## src/rtl/aes_regs_pkg.sv

```systemverilog
// Shared constants and types for the AES Avalon-MM register block.
package aes_regs_pkg;

  // Word addresses of the register groups.
  localparam logic [3:0] ADDR_KEY0   = 4'd0;
  localparam logic [3:0] ADDR_ENC0   = 4'd4;
  localparam logic [3:0] ADDR_DEC0   = 4'd8;
  localparam logic [3:0] ADDR_SPARE0 = 4'd12;
  localparam logic [3:0] ADDR_START  = 4'd14;
  localparam logic [3:0] ADDR_DONE   = 4'd15;

  // Control sequencer: RUN waits for the core, HOLD keeps START high until software clears it.
  typedef enum logic [1:0] {
    IDLE = 2'd0,
    RUN  = 2'd1,
    HOLD = 2'd2
  } ctrl_state_t;

endpackage

```

## src/rtl/avl_byte_reg.sv

```systemverilog
// One 32-bit software-visible register with per-byte write enables.
module avl_byte_reg #(
  parameter int DATA_W = 32
) (
  input  logic                  clk,
  input  logic                  srst,
  input  logic                  we_i,
  input  logic [DATA_W/8-1:0]   be_i,
  input  logic [DATA_W-1:0]     wdata_i,
  output logic [DATA_W-1:0]     q_o
);

  logic [DATA_W-1:0] data_q;

  genvar gi;
  generate
    for (gi = 0; gi < DATA_W/8; gi++) begin : g_lane
      // Each byte lane updates only when its byte enable is set.
      always_ff @(posedge clk) begin
        if (srst) begin
          data_q[gi*8 +: 8] <= 8'h00;
        end else if (we_i && be_i[gi]) begin
          data_q[gi*8 +: 8] <= wdata_i[gi*8 +: 8];
        end
      end
    end
  endgenerate

  assign q_o = data_q;

endmodule

```

## src/rtl/aes_avalon_regs.sv

```systemverilog
// Avalon-MM register file feeding the AES decryption core: key/ciphertext in,
// start/done handshake, captured plaintext out.
module aes_avalon_regs
  import aes_regs_pkg::*;
#(
  parameter int NUM_REGS = 16,
  parameter int DATA_W   = 32
) (
  input  logic                        CLK,
  input  logic                        RESET,
  input  logic                        AVL_CS,
  input  logic                        AVL_READ,
  input  logic                        AVL_WRITE,
  input  logic [$clog2(NUM_REGS)-1:0] AVL_ADDR,
  input  logic [DATA_W/8-1:0]         AVL_BYTE_EN,
  input  logic [DATA_W-1:0]           AVL_WRITEDATA,
  output logic [DATA_W-1:0]           AVL_READDATA,
  output logic                        AES_START,
  input  logic                        AES_DONE,
  output logic [127:0]                AES_KEY,
  output logic [127:0]                AES_MSG_ENC,
  input  logic [127:0]                AES_MSG_DEC,
  output logic [31:0]                 EXPORT_DATA
);

  localparam int ADDR_W = $clog2(NUM_REGS);

  ctrl_state_t       state_q, state_d;
  logic              done_q, done_d;
  logic              start_q;
  logic              capture;
  logic [DATA_W-1:0] dec_q [4];
  logic [DATA_W-1:0] word  [NUM_REGS];

  logic wr_en;
  logic start_wr;

  assign wr_en    = AVL_CS && AVL_WRITE;
  assign start_wr = wr_en && (AVL_ADDR == ADDR_W'(ADDR_START)) && AVL_BYTE_EN[0];

  genvar gi;
  generate
    for (gi = 0; gi < NUM_REGS; gi++) begin : g_word
      if (gi < int'(ADDR_DEC0)) begin : g_keymsg
        // Key and ciphertext are frozen while a run is in progress.
        logic we;
        assign we = wr_en && (AVL_ADDR == ADDR_W'(gi)) && (state_q == IDLE);
        avl_byte_reg #(.DATA_W(DATA_W)) u_reg (
          .clk     (CLK),
          .srst    (RESET),
          .we_i    (we),
          .be_i    (AVL_BYTE_EN),
          .wdata_i (AVL_WRITEDATA),
          .q_o     (word[gi])
        );
      end else if (gi < int'(ADDR_SPARE0)) begin : g_dec
        assign word[gi] = dec_q[gi - int'(ADDR_DEC0)];
      end else if (gi < int'(ADDR_START)) begin : g_spare
        logic we;
        assign we = wr_en && (AVL_ADDR == ADDR_W'(gi));
        avl_byte_reg #(.DATA_W(DATA_W)) u_reg (
          .clk     (CLK),
          .srst    (RESET),
          .we_i    (we),
          .be_i    (AVL_BYTE_EN),
          .wdata_i (AVL_WRITEDATA),
          .q_o     (word[gi])
        );
      end else if (gi == int'(ADDR_START)) begin : g_start
        assign word[gi] = DATA_W'(start_q);
      end else if (gi == int'(ADDR_DONE)) begin : g_done
        assign word[gi] = DATA_W'(done_q);
      end else begin : g_unused
        assign word[gi] = '0;
      end
    end

    for (gi = 0; gi < 4; gi++) begin : g_capture
      // Plaintext words latch only on the RUN->HOLD transition; reg8 holds the top word.
      always_ff @(posedge CLK) begin
        if (RESET) begin
          dec_q[gi] <= '0;
        end else if (capture) begin
          dec_q[gi] <= AES_MSG_DEC[(4-gi)*DATA_W-1 -: DATA_W];
        end
      end
    end
  endgenerate

  // START bit0 mirrors whatever software last wrote, independent of the sequencer.
  always_ff @(posedge CLK) begin
    if (RESET) begin
      start_q <= 1'b0;
    end else if (start_wr) begin
      start_q <= AVL_WRITEDATA[0];
    end
  end

  // Sequencer state and DONE flag registers.
  always_ff @(posedge CLK) begin
    if (RESET) begin
      state_q <= IDLE;
      done_q  <= 1'b0;
    end else begin
      state_q <= state_d;
      done_q  <= done_d;
    end
  end

  // Next-state logic; an abort write takes priority over a concurrent AES_DONE.
  always_comb begin
    state_d = state_q;
    done_d  = done_q;
    capture = 1'b0;
    case (state_q)
      IDLE: begin
        if (start_wr && AVL_WRITEDATA[0]) begin
          state_d = RUN;
        end
      end
      RUN: begin
        if (start_wr && !AVL_WRITEDATA[0]) begin
          state_d = IDLE;
        end else if (AES_DONE) begin
          state_d = HOLD;
          capture = 1'b1;
          done_d  = 1'b1;
        end
      end
      HOLD: begin
        if (start_wr && !AVL_WRITEDATA[0]) begin
          state_d = IDLE;
          done_d  = 1'b0;
        end
      end
      default: begin
        state_d = IDLE;
      end
    endcase
  end

  // Zero-wait-state read mux; unselected or unmapped addresses read as zero.
  always_comb begin
    AVL_READDATA = '0;
    if (AVL_CS && AVL_READ) begin
      for (int i = 0; i < NUM_REGS; i++) begin
        if (AVL_ADDR == ADDR_W'(i)) begin
          AVL_READDATA = word[i];
        end
      end
    end
  end

  assign AES_START   = (state_q != IDLE);
  assign AES_KEY     = {word[int'(ADDR_KEY0)],   word[int'(ADDR_KEY0)+1],
                        word[int'(ADDR_KEY0)+2], word[int'(ADDR_KEY0)+3]};
  assign AES_MSG_ENC = {word[int'(ADDR_ENC0)],   word[int'(ADDR_ENC0)+1],
                        word[int'(ADDR_ENC0)+2], word[int'(ADDR_ENC0)+3]};
  assign EXPORT_DATA = {AES_KEY[127:112], AES_KEY[15:0]};

endmodule

```

## config.mk

```make
export PLATFORM = sky130hd
export DESIGN_NAME = aes_avalon_regs
export DESIGN_NICKNAME = d
export VERILOG_FILES = /design/src/rtl/aes_regs_pkg.sv /design/src/rtl/avl_byte_reg.sv /design/src/rtl/aes_avalon_regs.sv
export SDC_FILE = /design/constraint.sdc
export NUM_CORES = 1
export LEC_CHECK = 0
export CORE_ASPECT_RATIO = 1.2
export CORE_MARGIN = 2
export CORE_UTILIZATION = 28
export CTS_BUF_LIST = sky130_fd_sc_hd__clkbuf_4 sky130_fd_sc_hd__clkbuf_8 sky130_fd_sc_hd__clkbuf_16
export CTS_CLUSTER_SIZE = 30
export DETAILED_ROUTE_END_ITERATION = 16
export PLACE_DENSITY_LB_ADDON = 0.3
export SLEW_MARGIN = 15
export SYNTH_ARGS = -nofsm -noshare
export SYNTH_HDL_FRONTEND = slang
export SYNTH_SLANG_ARGS = --single-unit
```

## constraint.sdc

```tcl
create_clock -name CLK -period 24.3 [get_ports CLK]
set_clock_uncertainty 0.05 [all_clocks]
set_input_delay 4.86 -clock CLK [delete_from_list [all_inputs] [get_ports CLK]]
set_output_delay 4.86 -clock CLK [all_outputs]
set_load 0.05 [all_outputs]
```

==> flow_summary.ini <==
[placed_design]
numPortBuffers = 494
dpl.hpwl_um = 72700
routabilityCongestion = 0.949
post-place-ws_ns = 10.54

[synth]
dominantRegCellSynth = sky130_fd_sc_hd__dfxtp_1
yosys.area.top_type_share_pct = 30.5
synth_enable_flop_cells = 128
ys_warns = 0
number_of_nets_produced_by_synthesis = 2550
syn_avg_cell_area_sq_um = 8.95
cell_area_after_synthesis_sq_um = 21300
synth_cell_type_count = 65
synth.area.top_cells = sky130_fd_sc_hd__dfxtp_1 31%, sky130_fd_sc_hd__edfxtp_1 18%, sky130_fd_sc_hd__a21oi_1 7.5%
synthesis.instances = 2376
synth-seq-area-share_pct = 48.6
synthTopCellsByCount = 324 x sky130_fd_sc_hd__dfxtp_1, 319 x sky130_fd_sc_hd__a21oi_1, 311 x sky130_fd_sc_hd__nand2_1
netlist.top_cell.by_area = sky130_fd_sc_hd__dfxtp_1
synth.ff_latch_count = 452
synth_most_common_cell = sky130_fd_sc_hd__dfxtp_1
synth_async_sr_flop_share_pct = 0

[timing]
layout_min_cycle_time_ns = 13.91
timing.final.ws_setup_ns = 10.39
setup_viol_count_final = 0
rsz_0062_raised_after_global_routing = no
timing.final.crit_share_pct = 57.2
drv_slew = 0
slew_headroom_pct = 25.3
max_freq_ghz = 0.0719
setup_total_negative_slack_ns = 0
finalHoldViolations = 0
timing_worst_slew_pin_value_ns = 1.12

[routing]
route.final.wire_length_um = 102000
drt_pass1_iterations = 7
detail_route.iter0.violations = 2423
vias_per_cell = 5.42
routed_wire_length_per_instance_um = 27.0
vias = 20400
route.antenna.remaining_nets = 0
drcViolationCount = 0

[clocking]
clk-insertion-delay-late_ns = 0.61
cts_root_buffer = sky130_fd_sc_hd__clkbuf_16
ctsResizeCount = 0
tritoncts = built
cts.path.max_buffers = 3
clk_transition_reported_paths_ns = 0.06
cts_inserted_buffers = 52
htreeDepth = 2
cts.sink_count = 452
holdBufCountCts = 0
cts_setup_buffers = 0

[power_and_ir_drop]
design_power_w = 0.00182
powerDensity_nw_per_um2 = 63.7
leakagePower_nw = 9.57
ir_worst_vdd_v = 0.0000398

[worst_setup_path]
worst_setup_path_start_kind = primary input
critical_path_arrival_ns = 9.00
worst_setup_path_end_kind = output port
cp_data_required_time_ns = 19.39
worstPathMaxFanout = 59
type_of_the_setup_path_with_the_least_slack = in -> out

[cells_and_area]
layout.area.seq_sq_um = 10300
multi_input_area_sq_um = 9770
nFillCells = 7655
layout.nets = 2895
area_growth_syn_to_layout_pct = 34.3
post_route_cells_drive_above_1_share_pct = 7.68

[grt]
gr-total-overflow = 0
grt_first_pass_wirelength_um = 144000
grt.total_usage_pct = 25.0
maximum_number_of_pins_on_one_net_before_global_route_repair = 185
antenna_found_initial = 4
via_count_of_the_first_global_routing_pass = 18900

[floorplan]
rows = 110
die_width_um = 256
dieArea_sq_um = 78200
floorplan.initialDensity_pct = 28.3
design.core.area_sq_um = 75100
die_h_um = 306
pin_count = 495

[worst_hold_path]
min_path_type = reg -> reg

[flow_run]
max_cap_violations = 0

[outcome]
status = complete, no violations
==> worst max-delay path: stages <==
cell and delay, ns:
sky130_fd_sc_hd__buf_6 0.39, sky130_fd_sc_hd__buf_4 0.73, sky130_fd_sc_hd__nand2_2 0.39, sky130_fd_sc_hd__nor2_1 0.64, sky130_fd_sc_hd__buf_4 0.31, sky130_fd_sc_hd__a21oi_1 0.10, sky130_fd_sc_hd__a41o_1 0.22, sky130_fd_sc_hd__a31oi_1 0.35
sky130_fd_sc_hd__clkdlybuf4s50_1 0.89
==> cells in the final DEF (no fill, tap or decap), types with 4 or more instances in the layout <==
cell type,netlist,final
sky130_fd_sc_hd__clkdlybuf4s50_1,0,489
sky130_fd_sc_hd__nand3_2,4,4
sky130_fd_sc_hd__a31oi_1,8,8
sky130_fd_sc_hd__o31a_1,4,4
sky130_fd_sc_hd__nor2_1,144,141
sky130_fd_sc_hd__a221oi_1,38,38
sky130_fd_sc_hd__a32oi_1,13,13
sky130_fd_sc_hd__nor2b_1,12,9
sky130_fd_sc_hd__mux2i_1,107,107
sky130_fd_sc_hd__nand2_1,311,311
sky130_fd_sc_hd__nor4_4,6,7
sky130_fd_sc_hd__mux4_2,14,14
sky130_fd_sc_hd__and2_1,131,131
sky130_fd_sc_hd__o211ai_1,5,5
sky130_fd_sc_hd__mux2_2,22,22
sky130_fd_sc_hd__clkinv_2,0,12
sky130_fd_sc_hd__o22ai_1,25,25
sky130_fd_sc_hd__a22oi_1,33,33
sky130_fd_sc_hd__clkinv_1,1,4
sky130_fd_sc_hd__nand3_1,198,198
sky130_fd_sc_hd__o21ai_0,132,132
sky130_fd_sc_hd__clkbuf_16,0,54
sky130_fd_sc_hd__a22o_1,5,5
sky130_fd_sc_hd__a21oi_1,319,318
sky130_fd_sc_hd__clkbuf_8,0,5
sky130_fd_sc_hd__a211oi_1,5,5
sky130_fd_sc_hd__and3_1,6,6
sky130_fd_sc_hd__o41ai_1,10,10
sky130_fd_sc_hd__o221ai_1,15,15
sky130_fd_sc_hd__nor3_1,16,16
sky130_fd_sc_hd__nand2b_1,8,8
sky130_fd_sc_hd__bufinv_16,0,8
sky130_fd_sc_hd__inv_1,5,5
sky130_fd_sc_hd__buf_4,35,47
sky130_fd_sc_hd__edfxtp_1,128,128
sky130_fd_sc_hd__clkbuf_4,0,11
sky130_fd_sc_hd__nor2_2,4,6
sky130_fd_sc_hd__dfxtp_1,324,324
sky130_fd_sc_hd__a21o_1,25,25
==> flip-flops by register name, summed over array words and instances (netlist names) <==
signal                     count
g_word.g_keymsg.u_reg.q_o    256
dec_q                        128
g_word.g_spare.u_reg.q_o      64
state_q                        2
done_q                         1
start_q                        1
==> where the power goes <==
group | switching (W) | internal, W
logic | 0.000116 | 0.0000550
registers | 0.00000645 | 0.000783
clock network | 0.000340 | 0.000517
total | 0.000462 | 0.00136
==> final timing paths <==
| kind | startpoint | end | slack (ns) | depth (start not counted) |
|---|---|---|---|---|
| worst min-delay path | g_word[1].g_keymsg.u_reg.q_o[10] | g_word[1].g_keymsg.u_reg.q_o[10] | 0.42 | 2 |
| worst max register to register | state_q[1] | g_word[1].g_keymsg.u_reg.q_o[29] | 21.59 | 6 |
| worst max-delay path | AVL_ADDR[0] | AVL_READDATA[2] | 10.39 | 9 |
| worst min register to register | g_word[1].g_keymsg.u_reg.q_o[10] | g_word[1].g_keymsg.u_reg.q_o[10] | 0.42 | 2 |
==> stage by stage <==
step	instances	hold WS, ns	util, %	instance area [sq um]
after floorplan	2376	0.400	-	21300
after global placement	3675	0.407	35.5	26700
after detailed placement	3675	0.409	35.5	26700
after CTS	3770	0.418	38.0	28500
after global routing	3771	0.444	38.0	28500
final	3771	0.421	38.0	28500
==> layout make-up <==
type | instances | area share (%)
sequential | 452 | 36.2
multi-input combinational | 1667 | 34.2
timing repair buffer | 541 | 18.6
clock buffer | 70 | 5.26
tap | 1008 | 4.42
clock inverter | 25 | 1.17
inverter | 7 | 0.0920
antenna | 1 | 0.00877
==> routing by layer <==
metal	GRT usage [%]	up-vias	routed length (um)
met1	35.4	9852	44500
met3	5.28	201	9200
li1	-	9178	-
met4	11.0	6	4890
met5	0	-	36
met2	36.5	1202	43200
==> logic make-up (layout without fill, tap and decap cells) <==
family / count (synthesis) / after routing / share of synthesized area, %
compound gates: 669 / 669 / 18.8
simple gates: 855 / 855 / 19.2
flops: 452 / 452 / 48.6
buf+inv: 257 / 643 / 5.71
mux: 143 / 143 / 7.68
other cells: 0 / 1 / 0
No activity file was read; power rests on OpenSTA's default activity.
